$ cat src/rtl/hdmi_tmds_pkg.sv
// Shared constants, types and helpers for the HDMI/DVI TMDS encoder.
package hdmi_tmds_pkg;

    localparam logic [9:0] CTRL_00 = 10'b1101010100;
    localparam logic [9:0] CTRL_01 = 10'b0010101011;
    localparam logic [9:0] CTRL_10 = 10'b0101010100;
    localparam logic [9:0] CTRL_11 = 10'b1010101011;

    localparam logic [9:0] GUARD_LANE0 = 10'b1011001100;
    localparam logic [9:0] GUARD_LANE1 = 10'b0100110011;
    localparam logic [9:0] GUARD_LANE2 = 10'b1011001100;

    localparam logic [9:0] CLK_WORD_DEFAULT = 10'b1111100000;

    typedef enum logic [1:0] {
        CONTROL  = 2'd0,
        PREAMBLE = 2'd1,
        GUARD    = 2'd2,
        VIDEO    = 2'd3
    } slot_t;

    typedef struct packed {
        logic       de;
        logic       hdmi_en;
        logic       hsync;
        logic       vsync;
        logic [7:0] blue;
        logic [7:0] green;
        logic [7:0] red;
    } pix_t;

    function automatic logic [3:0] popcount8(input logic [7:0] v);
        popcount8 = '0;
        for (int i = 0; i < 8; i++) popcount8 += {3'b000, v[i]};
    endfunction

    function automatic logic [9:0] ctrl_token(input logic c1, input logic c0);
        case ({c1, c0})
            2'b00:   ctrl_token = CTRL_00;
            2'b01:   ctrl_token = CTRL_01;
            2'b10:   ctrl_token = CTRL_10;
            default: ctrl_token = CTRL_11;
        endcase
    endfunction

endpackage

$ cat src/rtl/tmds_lane_enc.sv
// One TMDS lane: 8b/10b video coding with running disparity, control tokens
// and guard-band words, all registered.
module tmds_lane_enc
    import hdmi_tmds_pkg::*;
(
    input  logic       pixelclk,
    input  logic       rstin_n,
    input  slot_t      slot,
    input  logic [7:0] din,
    input  logic       c0,
    input  logic       c1,
    input  logic [9:0] guard_word,
    output logic [9:0] dout
);

    // Transition-minimised word; bit 8 is 1 for XOR, 0 for XNOR.
    function automatic logic [8:0] tm_encode(input logic [7:0] d);
        logic [3:0] n1;
        logic       use_xnor;
        n1 = popcount8(d);
        use_xnor = (n1 > 4'd4) || ((n1 == 4'd4) && !d[0]);
        tm_encode[0] = d[0];
        for (int i = 1; i < 8; i++)
            tm_encode[i] = tm_encode[i-1] ^ d[i] ^ use_xnor;
        tm_encode[8] = ~use_xnor;
    endfunction

    logic        [8:0] q_m;
    logic        [3:0] n1q;
    logic signed [4:0] bal;
    logic signed [4:0] cnt, cnt_next;
    logic        [9:0] video_q, dout_next;

    // NOTE: every variable gets a default at the top of the block, so no path can infer a latch.
    always_comb begin
        q_m      = tm_encode(din);
        n1q      = popcount8(q_m[7:0]);
        bal      = $signed({n1q, 1'b0} - 5'd8);
        video_q  = {~q_m[8], q_m[8], q_m[8] ? q_m[7:0] : ~q_m[7:0]};
        cnt_next = q_m[8] ? cnt + bal : cnt - bal;

        if ((cnt != 5'sd0) && (n1q != 4'd4)) begin
            if ((!cnt[4] && (n1q > 4'd4)) || (cnt[4] && (n1q < 4'd4))) begin
                video_q  = {1'b1, q_m[8], ~q_m[7:0]};
                cnt_next = cnt + (q_m[8] ? 5'sd2 : 5'sd0) - bal;
            end else begin
                video_q  = {1'b0, q_m[8], q_m[7:0]};
                cnt_next = cnt - (q_m[8] ? 5'sd0 : 5'sd2) + bal;
            end
        end

        dout_next = ctrl_token(c1, c0);
        unique case (slot)
            VIDEO:    dout_next = video_q;
            GUARD:    dout_next = guard_word;
            default:  dout_next = ctrl_token(c1, c0);
        endcase
    end

    // NOTE: non-blocking assignments so every register samples last cycle's values.
    always_ff @(posedge pixelclk or negedge rstin_n) begin
        if (!rstin_n) begin
            dout <= CTRL_00;
            cnt  <= '0;
        end else begin
            dout <= dout_next;
            cnt  <= (slot == VIDEO) ? cnt_next : 5'sd0;
        end
    end

endmodule

$ cat src/rtl/hdmi_tmds_encoder.sv
// Three-lane TMDS encoder with HDMI video preamble / guard-band framing,
// driven by a de lookahead delay line.
module hdmi_tmds_encoder
    import hdmi_tmds_pkg::*;
#(
    parameter int         HDMI_MODE = 1,
    parameter int         LOOKAHEAD = 10,
    parameter logic [9:0] CLK_WORD  = CLK_WORD_DEFAULT,
    parameter int         LSB_FIRST = 1
) (
    input  logic       pixelclk,
    input  logic       rstin_n,
    input  logic       hdmi_en,
    input  logic [7:0] blue_din,
    input  logic [7:0] green_din,
    input  logic [7:0] red_din,
    input  logic       hsync,
    input  logic       vsync,
    input  logic       de,
    output logic [9:0] tmds_data0,
    output logic [9:0] tmds_data1,
    output logic [9:0] tmds_data2,
    output logic [9:0] tmds_clk
);

    if ((HDMI_MODE != 0) && (LOOKAHEAD < 10)) begin : g_lookahead_check
        $error("LOOKAHEAD must be at least 10 when HDMI_MODE=1");
    end

    function automatic logic [9:0] bit_order(input logic [9:0] w);
        for (int i = 0; i < 10; i++)
            bit_order[i] = (LSB_FIRST != 0) ? w[i] : w[9-i];
    endfunction

    pix_t             din_pix;
    pix_t             dly [LOOKAHEAD];
    pix_t             cur;
    logic [LOOKAHEAD:1] ahead;
    logic             framing, near, far;
    slot_t            slot;
    logic [9:0]       lane0_q, lane1_q, lane2_q;

    assign din_pix = {de, hdmi_en, hsync, vsync, blue_din, green_din, red_din};

    // NOTE: the delay line is reset like any other register so no stale pixel survives a reset.
    always_ff @(posedge pixelclk or negedge rstin_n) begin
        if (!rstin_n) begin
            for (int i = 0; i < LOOKAHEAD; i++) dly[i] <= '0;
        end else begin
            dly[0] <= din_pix;
            for (int i = 1; i < LOOKAHEAD; i++) dly[i] <= dly[i-1];
        end
    end

    // ahead[k] is the de that becomes current k cycles from now.
    for (genvar k = 1; k < LOOKAHEAD; k++) begin : g_ahead
        assign ahead[k] = dly[LOOKAHEAD-1-k].de;
    end
    assign ahead[LOOKAHEAD] = de;

    always_comb begin
        cur     = dly[LOOKAHEAD-1];
        framing = (HDMI_MODE != 0) && cur.hdmi_en;
        near    = ahead[1] | ahead[2];
        far     = 1'b0;
        for (int k = 3; k <= 10; k++)
            if (k <= LOOKAHEAD) far = far | ahead[k];

        if (cur.de)                slot = VIDEO;
        else if (framing && near)  slot = GUARD;
        else if (framing && far)   slot = PREAMBLE;
        else                       slot = CONTROL;
    end

    tmds_lane_enc u_lane0 (
        .pixelclk   (pixelclk),
        .rstin_n    (rstin_n),
        .slot       (slot),
        .din        (cur.blue),
        .c0         (cur.hsync),
        .c1         (cur.vsync),
        .guard_word (GUARD_LANE0),
        .dout       (lane0_q)
    );

    // Lane 1 carries CTL0=1 during the video preamble.
    tmds_lane_enc u_lane1 (
        .pixelclk   (pixelclk),
        .rstin_n    (rstin_n),
        .slot       (slot),
        .din        (cur.green),
        .c0         (slot == PREAMBLE),
        .c1         (1'b0),
        .guard_word (GUARD_LANE1),
        .dout       (lane1_q)
    );

    tmds_lane_enc u_lane2 (
        .pixelclk   (pixelclk),
        .rstin_n    (rstin_n),
        .slot       (slot),
        .din        (cur.red),
        .c0         (1'b0),
        .c1         (1'b0),
        .guard_word (GUARD_LANE2),
        .dout       (lane2_q)
    );

    always_ff @(posedge pixelclk or negedge rstin_n) begin
        if (!rstin_n) begin
            tmds_data0 <= bit_order(CTRL_00);
            tmds_data1 <= bit_order(CTRL_00);
            tmds_data2 <= bit_order(CTRL_00);
        end else begin
            tmds_data0 <= bit_order(lane0_q);
            tmds_data1 <= bit_order(lane1_q);
            tmds_data2 <= bit_order(lane2_q);
        end
    end

    assign tmds_clk = bit_order(CLK_WORD);

endmodule

$ cat config.mk
export PLATFORM = sky130hd
export DESIGN_NAME = hdmi_tmds_encoder
export DESIGN_NICKNAME = d
export VERILOG_FILES = /design/src/rtl/hdmi_tmds_pkg.sv /design/src/rtl/tmds_lane_enc.sv /design/src/rtl/hdmi_tmds_encoder.sv
export SDC_FILE = /design/constraint.sdc
export NUM_CORES = 1
export LEC_CHECK = 0
export BUFFER_PORTS_ARGS = -buffer_cell sky130_fd_sc_hd__buf_2
export CORE_ASPECT_RATIO = 0.8
export CORE_UTILIZATION = 50
export CTS_CLUSTER_SIZE = 16
export DETAILED_ROUTE_END_ITERATION = 12
export GPL_ROUTABILITY_DRIVEN = 0
export GPL_TIMING_DRIVEN = 1
export PLACE_DENSITY_LB_ADDON = 0.25
export REMOVE_ABC_BUFFERS = 1
export SYNTH_ARGS = -nofsm -noshare
export SYNTH_HDL_FRONTEND = slang
export SYNTH_SLANG_ARGS = --single-unit
$ cat constraint.sdc
create_clock -name pixelclk -period 6.95 [get_ports pixelclk]
set_input_delay 0.695 -clock pixelclk [delete_from_list [all_inputs] [get_ports pixelclk]]
set_output_delay 0.695 -clock pixelclk [all_outputs]
set_load 0.005 [all_outputs]
# --- Word-level counts from Yosys, hierarchy flattened ---
# Cells that the tools add are included.
classes:
  addsub: 63
  n_mul: 0
  div_mod_pow: 0
  n_lt_le_gt_ge: 9
  n_eq_ne: 11
  n_shift: 0
  n_mux: 35
  bitwise_logic: 56
  reduce_logical: 31
ops:
  columns: ["operator", "n"]
  rows:
  - ["4-bit by 1-bit adder with 4-bit output", 36]
  - ["10-bit case mux with 2 select lines", 4]
  - ["10-bit two-way mux", 6]
  - ["5-bit two-way mux", 12]
  - ["5-bit adder", 9]
  - ["5-bit subtractor", 9]
  - ["1-bit bitwise XOR", 42]
  - ["10-bit case mux with 3 select lines", 1]
  - ["4-bit by 3-bit greater-than comparator with 1-bit output, second input constant", 6]
  - ["8-bit two-way mux", 3]
  - ["8-bit NOT", 3]
  - ["2-bit two-way mux", 8]
  - ["5-bit nonzero test", 3]
  - ["5-bit by 4-bit subtractor with 5-bit output, second input constant", 3]
  - ["1-bit logical AND", 14]
  - ["1-bit by 1-bit adder with 2-bit output", 6]
  - ["4-bit by 3-bit equality test with 1-bit output, second input constant", 3]
  - ["4-bit by 3-bit < comparator with 1-bit output, second input constant", 3]
  - ["4-bit by 3-bit inequality test with 1-bit output, second input constant", 3]
  - ["1-bit bitwise OR", 8]
  - ["2-bit equality test, second input constant", 3]
  - ["1-bit logical NOT", 6]
  - ["1-bit logical OR", 6]
  - ["2-bit by 1-bit equality test with 1-bit output, second input constant", 2]
  - ["3 further kinds", 6]
word_totals:
  regBits: 355
  latchBits: 0
  ramBits: 0
  romBits: 0
  in_bits: 30
  output_inout_bits: 40
  mem_count: 0

# --- Longest topological paths before layout ---
# Gate-level depths: netlist of run 1.
logic_depth:
  word_depth: 30
  ltp_mapped: 28
  mapped_depth_nobuf: 28

# --- Cells and area by module ---
# Synthesis of run 1 repeated with hierarchy kept, for this count alone.
unflattened:
  hier_cells: 895
  hier_area_um2: 13499.2
by_module_without_submodules:
  columns: ["module", "n_inst", "cells_each", "area_per_inst_um2", "seq_area_each_um2"]
  rows:
  - ["hdmi_tmds_encoder", 1, 330, 7915.1, 7776.2]
  - ["tmds_lane_enc (u_lane1)", 1, 188, 1881.8, 356.6]
  - ["tmds_lane_enc (u_lane0)", 1, 191, 1861.8, 356.6]
  - ["tmds_lane_enc (u_lane2)", 1, 186, 1840.5, 356.6]

# --- Least setup slack after synthesis of run 1 ---
# No wires, ideal clock.
synth_path:
  path_kind: "flip-flop to flip-flop"
  startpoint: "reg dly, in the netlist cur[8]"
  endpoint: "reg u_lane1.cnt[4]"
  setup_time_ns: 0.078
  t_arrival_ns: 7.419
  t_required_ns: 6.872
  setup_slack_ns: -0.547
  stages_incl_launch_ff: 28
  synth_period_minus_slack_ns: 7.497
  cell_sequence: "dfrtp_1 > ha_1 > inv_1 > fa_1 > fa_1 > inv_1 > fa_1 > fa_1 > nor3b_1 > o22ai_4 > buf_1 > xnor2_1 > ha_1 > inv_1 > fa_1 > inv_1 > fa_1 > fa_1 > inv_1 > fa_1 > ha_1 > inv_1 > ha_1 > a21o_1 > a21oi_1 > xnor2_1 > a221oi_1 > a21boi_1"
synth_between:
  elab_chain_len: 30
  word_cells_on_any_way: 53
  classes_between: "add/sub (21); order compare (3); eq/ne (2); mux (6); bitwise (14); reduce/logical (7)"
synth_rtl:
  columns: ["element", "line", "rtl"]
  rows:
  - ["from (decl)", "hdmi_tmds_encoder.sv:36", "pix_t dly [LOOKAHEAD];"]
  - ["branches (longest 28 deep; another with 4-bit by 1-bit adder with 4-bit output)", null, null]
  - ["5-bit two-way mux (*)", "tmds_lane_enc.sv:42", "if ((cnt != 5'sd0) && (n1q != 4'd4)) begin"]
  - ["5-bit two-way mux (*)", "tmds_lane_enc.sv:67", "cnt <= (slot == VIDEO) ? cnt_next : 5'sd0;"]
  - ["to (signal assigned)", "tmds_lane_enc.sv:67", null]
  - ["to (decl)", "tmds_lane_enc.sv:31", "logic signed [4:0] cnt, cnt_next;"]
# Every way passes the cells marked *.

# --- Worst setup path after layout of run 1 ---
layout_path:
  startpoint: "reg dly, in the netlist cur[0]"
  endpoint: "reg u_lane2.cnt[4]"
layout_between:
  elab_chain_len: 30
  word_cells_on_any_way: 53
  classes_between: "add/sub (21); order compare (3); eq/ne (2); mux (6); bitwise (14); reduce/logical (7)"
layout_rtl:
  columns: ["element", "line"]
  rows:
  - ["branches (longest 28 deep; another with 4-bit by 1-bit adder with 4-bit output)", null]
  - ["5-bit two-way mux (*)", "tmds_lane_enc.sv:42"]
  - ["5-bit two-way mux (*)", "tmds_lane_enc.sv:67"]
  - ["to (signal assigned)", "tmds_lane_enc.sv:67"]
  - ["to (decl)", "tmds_lane_enc.sv:31"]
# Marked as above.

==> results_dict.tcl, run 1 <==
set metrics [dict create \
    timing.rr.end "u_lane2.cnt[4]$_DFF_PN0_" \
    cp-end-kind "flop" \
    crit_type "flop to flop" \
    multi_input_area_um2 4280 \
    vias_per_cell 4.70 \
    ys.flop_type "dfrtp_1" \
    grt_pass1_vias 6697 \
    cts_root_buf "clkbuf_16" \
    dieArea_um2 27100 \
    grt_max_degree 174 \
    async_flop_share_pct 100 \
    ys_types 69 \
    seqCellArea_um2 8850 \
    core-area_um2 25600 \
    skew_ns 0.0194 \
    drv_cap 0 \
    overflow 0 \
    r2r_slack_ns -0.04 \
    violations "setup timing" \
    holdWs_ns 0.181 \
    ys_ff_latch 352 \
    fmax_mhz 143 \
    max_slew_margin_pct 22.5 \
    grt_usage_pct 16.1 \
    clock-sinks 352 \
    rr_worst_depth 28 \
    start_util_pct 51.6 \
    start_kind "flop" \
    fin_ws_ns -0.0432 \
    drt-wirelength-per-cell_um 14.9 \
    cts_buffers 34 \
    cp.required_ns 7.34 \
    cp.arrival_ns 7.39 \
    clockBufferDepth 3 \
    n_antenna_cell 0 \
    antenna_found_initial 0 \
    postSynthCellCount 860 \
    grt_pass1_wl_mm 34.1 \
    cts_tree "done" \
    drtIter0Drc 309 \
    hp-class "input pin to async pin" \
    layout_common_cells "dfrtp_1, inv_1, buf_2" \
    final_max_slew_viol_count 0 \
    run_status "finished with violations" \
    hold_viol_final 0 \
    layout-drive-gt1-share_pct 30.5 \
    detail-route-antenna-nets 0 \
    pin_count 70 \
    htreeDepth 2 \
    syn_area_per_cell_um2 15.4 \
    synth_enable_flop_cells 0 \
    syn_area_um2 13200 \
    drc 0 \
    clkLatencyLatePin_ns 0.51 \
    vias 6466 \
    min_period_ns 6.99 \
    min_period_over_period_pct 101 \
    setup_viol 1 \
    cts_hold_buf 0 \
    hpwl_mm 12.4 \
    slowest_stage "fa_1" \
    fillCellCount 1949 \
    drt_first_pass_iters 4 \
    path_max_fanout 3 \
    nNetsFinal 1139 \
    die_h_um 147 \
    portBuffers 59 \
    timing.rr.start "cur[0]$_DFF_PN0_" \
    cpPeakStageDelay_ns 0.52 \
    syn2layout_area_growth_pct 20.3 \
    path_clk_slew_ns 0.06 \
    ys_warn_count 0 \
    die_w_um 184 \
    rows 52 \
    final_common_cell "dfrtp_1" \
    ys_seq_area_share_pct 66.9 \
    worst_pin_slew_ns 1.16 \
    rsz0062_at_grt "yes" \
    wl_mm 20.5 \
]
-- cell usage after synthesis (6+ instances only) --
master      n  area share [%]
a21o_1     21             1.2
xnor2_1    58             3.8
ha_1       64             6.1
buf_4      11            0.62
mux2i_1     8            0.61
nand2_1    18            0.51
o21ai_1     7            0.26
fa_1       42             6.4
xnor2_2     6            0.74
nor3b_1     7            0.40
dfrtp_1   322              61
xor2_1     20             1.3
a211oi_1    7            0.40
a21oi_1    25            0.95
nor2_1     23            0.65
inv_1      95             2.7
clkbuf_1    6            0.17
dfstp_2    30             6.0
-- area by class of cell --
class	instances	share of cell area, %
clock buffers	44	5.90
flip-flops and latches	352	55.6
repair buffers	121	5.09
clock inverters	15	1.36
multi-input cells	396	26.9
inverters	98	2.37
well taps	351	2.76
-- per-layer routing --
metal	vias to the layer above	part of all wire (%)	GRT usage [%]	wire length [um]
li1	3029	-	-	-
met1	3236	47	23.6	9550
met2	158	46	24.4	9510
met3	43	4.6	3.33	945
met4	0	2.4	5.33	493
met5	-	0	0	0
-- logic make-up after synthesis --
kind of cell               count (synthesis)  share of synthesized area [%]
other                                      2                         0.0568
AOI/OAI and AO/OA                        107                           6.02
xor gates and xnor gates                  90                           7.00
buffers and inverters                    120                           3.84
DFF                                      352                           66.9
adders and majority gates                106                           12.4
and+or+nand+nor                           73                           2.79
muxes                                     10                          0.947
-- timing repair --
| action | in CTS | in global routing |
|---|---|---|
| setup buffers | 2 | 15 |
| pin swaps | 17 | 29 |
| endpoints found under the setup margin | 26 | 38 |
| gates resized for setup | 23 | 72 |
| hold endpoints to repair | 0 | 0 |
-- critical path, delay by kind of cell (launching register included) --
kind | cells | cell delay [ns]
adders and majority gates | 12 | 4.77
AOI/OAI and AO/OA | 6 | 0.80
DFF | 1 | 0.41
xor gates and xnor gates | 3 | 0.37
buffers and inverters | 6 | 0.27
and+or+nand+nor | 1 | 0.26
-- through the flow --
step                utilization, %  setup WS [ns]  instance area, um^2  setup TNS (ns)  std cells
finish                        62.0        -0.0432                15900         -0.0432       1377
global route                  62.0         -0.285                15900           -1.46       1377
CTS                           60.4       0.000944                15500               0       1363
detailed placement            55.5         -0.257                14200           -1.95       1302
global placement              55.5        -0.0617                14200          -0.134       1302
floorplan                        -         -0.325                13100           -2.46        846
-- worst max path at each step --
| stage | end | depth (start not counted) | slack [ns] | startpoint |
|---|---|---|---|---|
| after floorplan | u_lane1.cnt[4]$_DFF_PN0_ | 26 | -0.33 | cur[8]$_DFF_PN0_ |
| after global placement | u_lane1.cnt[4]$_DFF_PN0_ | 28 | -0.06 | cur[8]$_DFF_PN0_ |
| after detailed placement | u_lane2.cnt[4]$_DFF_PN0_ | 28 | -0.26 | cur[0]$_DFF_PN0_ |
| after CTS | u_lane0.cnt[4]$_DFF_PN0_ | 27 | 0.0009 | cur[16]$_DFF_PN0_ |
| after global routing | u_lane2.cnt[4]$_DFF_PN0_ | 28 | -0.28 | cur[0]$_DFF_PN0_ |
| final | u_lane2.cnt[4]$_DFF_PN0_ | 28 | -0.04 | cur[0]$_DFF_PN0_ |
-- registers in the layout, indices dropped and copies added (netlist names) --
name,cells
ahead,9
cur,27
dly,243
framing,1
tmds_data0,10
tmds_data1,10
tmds_data2,10
u_lane0.cnt,4
u_lane0.dout,10
u_lane1.cnt,4
u_lane1.dout,10
u_lane2.cnt,4
u_lane2.dout,10
Power of run 1 is left out: the tool's default activity adds up to more than one toggle a clock period on the data nets, which glitch-free logic cannot reach.
==> inputs of run 2 (changes only) <==
SETUP_SLACK_MARGIN = 0.02   (was default)
==> run 2 against run 1 <==
The flow still finishes with violations (setup timing). Worst setup slack improved by 0.0042 ns. Global-route usage about the same. Register-to-register slack about the same. Via count decreased by 0.28%. Sequential share of layout area is 0.087 points lower. Sequential cell count unchanged. Wire length fell by 0.33%. First-iteration DRC count shrank 2.3%. Critical endpoint unchanged.
==> results_dict.tcl, run 2 (synthesized netlist as in run 1, its figures left out) <==
set metrics [dict create \
    core-area_um2 25600 \
    slowest_stage "fa_1" \
    layout_common_cells "dfrtp_1, inv_1, buf_2" \
    htreeDepth 2 \
    hp-class "input pin to async pin" \
    clkLatencyLatePin_ns 0.51 \
    cp.required_ns 7.34 \
    run_status "finished with violations" \
    cts_tree "done" \
    rows 52 \
    cts_buffers 34 \
    drt-wirelength-per-cell_um 14.8 \
    cts_root_buf "clkbuf_16" \
    min_period_over_period_pct 101 \
    largest_reg_flops 243 \
    pin_count 70 \
    clockBufferDepth 3 \
    cp.arrival_ns 7.38 \
    path_buf_inv 6 \
    grt_max_degree 174 \
    vias 6448 \
    path_max_fanout 3 \
    n_antenna_cell 0 \
    max_slew_margin_pct 22.0 \
    nNetsFinal 1139 \
    final_max_slew_viol_count 0 \
    grt_pass1_vias 6704 \
    fin_ws_ns -0.0390 \
    crit_type "flop to flop" \
    drt-met1-wl_mm 9.50 \
    layout-drive-gt1-share_pct 30.7 \
    die_h_um 147 \
    vias_per_cell 4.68 \
    detail-route-antenna-nets 0 \
    drv_cap 0 \
    cp_top_family "adder cells" \
    fmax_mhz 143 \
    hold_viol_final 0 \
    regMostFlops "dly" \
    cpPeakStageDelay_ns 0.52 \
    overflow 0 \
    hpwl_mm 12.4 \
    wl_mm 20.4 \
    die_w_um 184 \
    clock-sinks 352 \
    portBuffers 59 \
    fillCellCount 1946 \
    drt_first_pass_iters 5 \
    worst_pin_slew_ns 1.16 \
    skew_ns 0.0202 \
    cts_hold_buf 0 \
    start_util_pct 51.6 \
    antenna_found_initial 0 \
    cp-end-kind "flop" \
    path_clk_slew_ns 0.06 \
    dieArea_um2 27100 \
    grt_pass1_wl_mm 34.1 \
    drc 0 \
    maxUsedRoutingLayer "met4" \
    syn2layout_area_growth_pct 20.5 \
    holdWs_ns 0.181 \
    violations "setup timing" \
    setup_viol 1 \
    grt_usage_pct 16.1 \
    rsz0062_at_grt "yes" \
    met2WireLength_mm 9.55 \
    drtIter0Drc 302 \
    start_kind "flop" \
    final_common_cell "dfrtp_1" \
    min_period_ns 6.99 \
    wl_met3_um 887 \
]
run 2: cell counts in the layout (fill, tap and decap cells not counted):
No cell type changed its count.
run 2: metrics by stage:
stage          utilization (%)  std cells  area [um^2]  TNS (ns)  worst slack (ns)
6_report                  62.1       1377        15900   -0.0390           -0.0390
5_1_grt                   62.1       1377        15900     -1.38            -0.285
4_1_cts                   60.5       1363        15500         0            0.0178
3_5_place_dp              55.5       1302        14200     -1.95            -0.257
3_3_place_gp              55.5       1302        14200    -0.134           -0.0617
2_1_floorplan                -        846        13100     -2.46            -0.325
run 2: area by class of cell:
class	count	area (um^2)	area share, %
multi-input combinational	396	4300	27.0
tap	351	439	2.76
clock inverter	15	216	1.36
inverter	98	377	2.36
clock buffer	44	938	5.89
timing repair buffer	121	817	5.13
sequential	352	8850	55.5
run 2: path summary, 6_finish.rpt:
check / startpoint / end / slack [ns] / cells after the start
max in group asynchronous: rstin_n / dly[58]$_DFF_PN0_ / 5.28 / 2
worst max-delay path: cur[0]$_DFF_PN0_ / u_lane2.cnt[4]$_DFF_PN0_ / -0.04 / 28
worst min-delay path: rstin_n / dly[149]$_DFF_PN0_ / 0.18 / 1
worst min register to register: dly[61]$_DFF_PN0_ / dly[33]$_DFF_PN0_ / 0.33 / 0
worst max register to register: cur[0]$_DFF_PN0_ / u_lane2.cnt[4]$_DFF_PN0_ / -0.04 / 28
min in group pixelclk: hsync / dly[277]$_DFF_PN0_ / 0.28 / 1
run 2: per-layer routing:
layer | vias to the layer above | global-route usage (%)
li1 | 3031 | -
met2 | 136 | 24.5
met4 | 0 | 5.33
met1 | 3240 | 23.6
met5 | - | 0
met3 | 41 | 3.28
run 2: what timing repair did:
action	CTS	global route
buffers inserted	2	15
setup endpoints to repair	31	38
pin swaps	18	32
gates resized for setup	24	76
Power of run 2 is left out for the same reason.
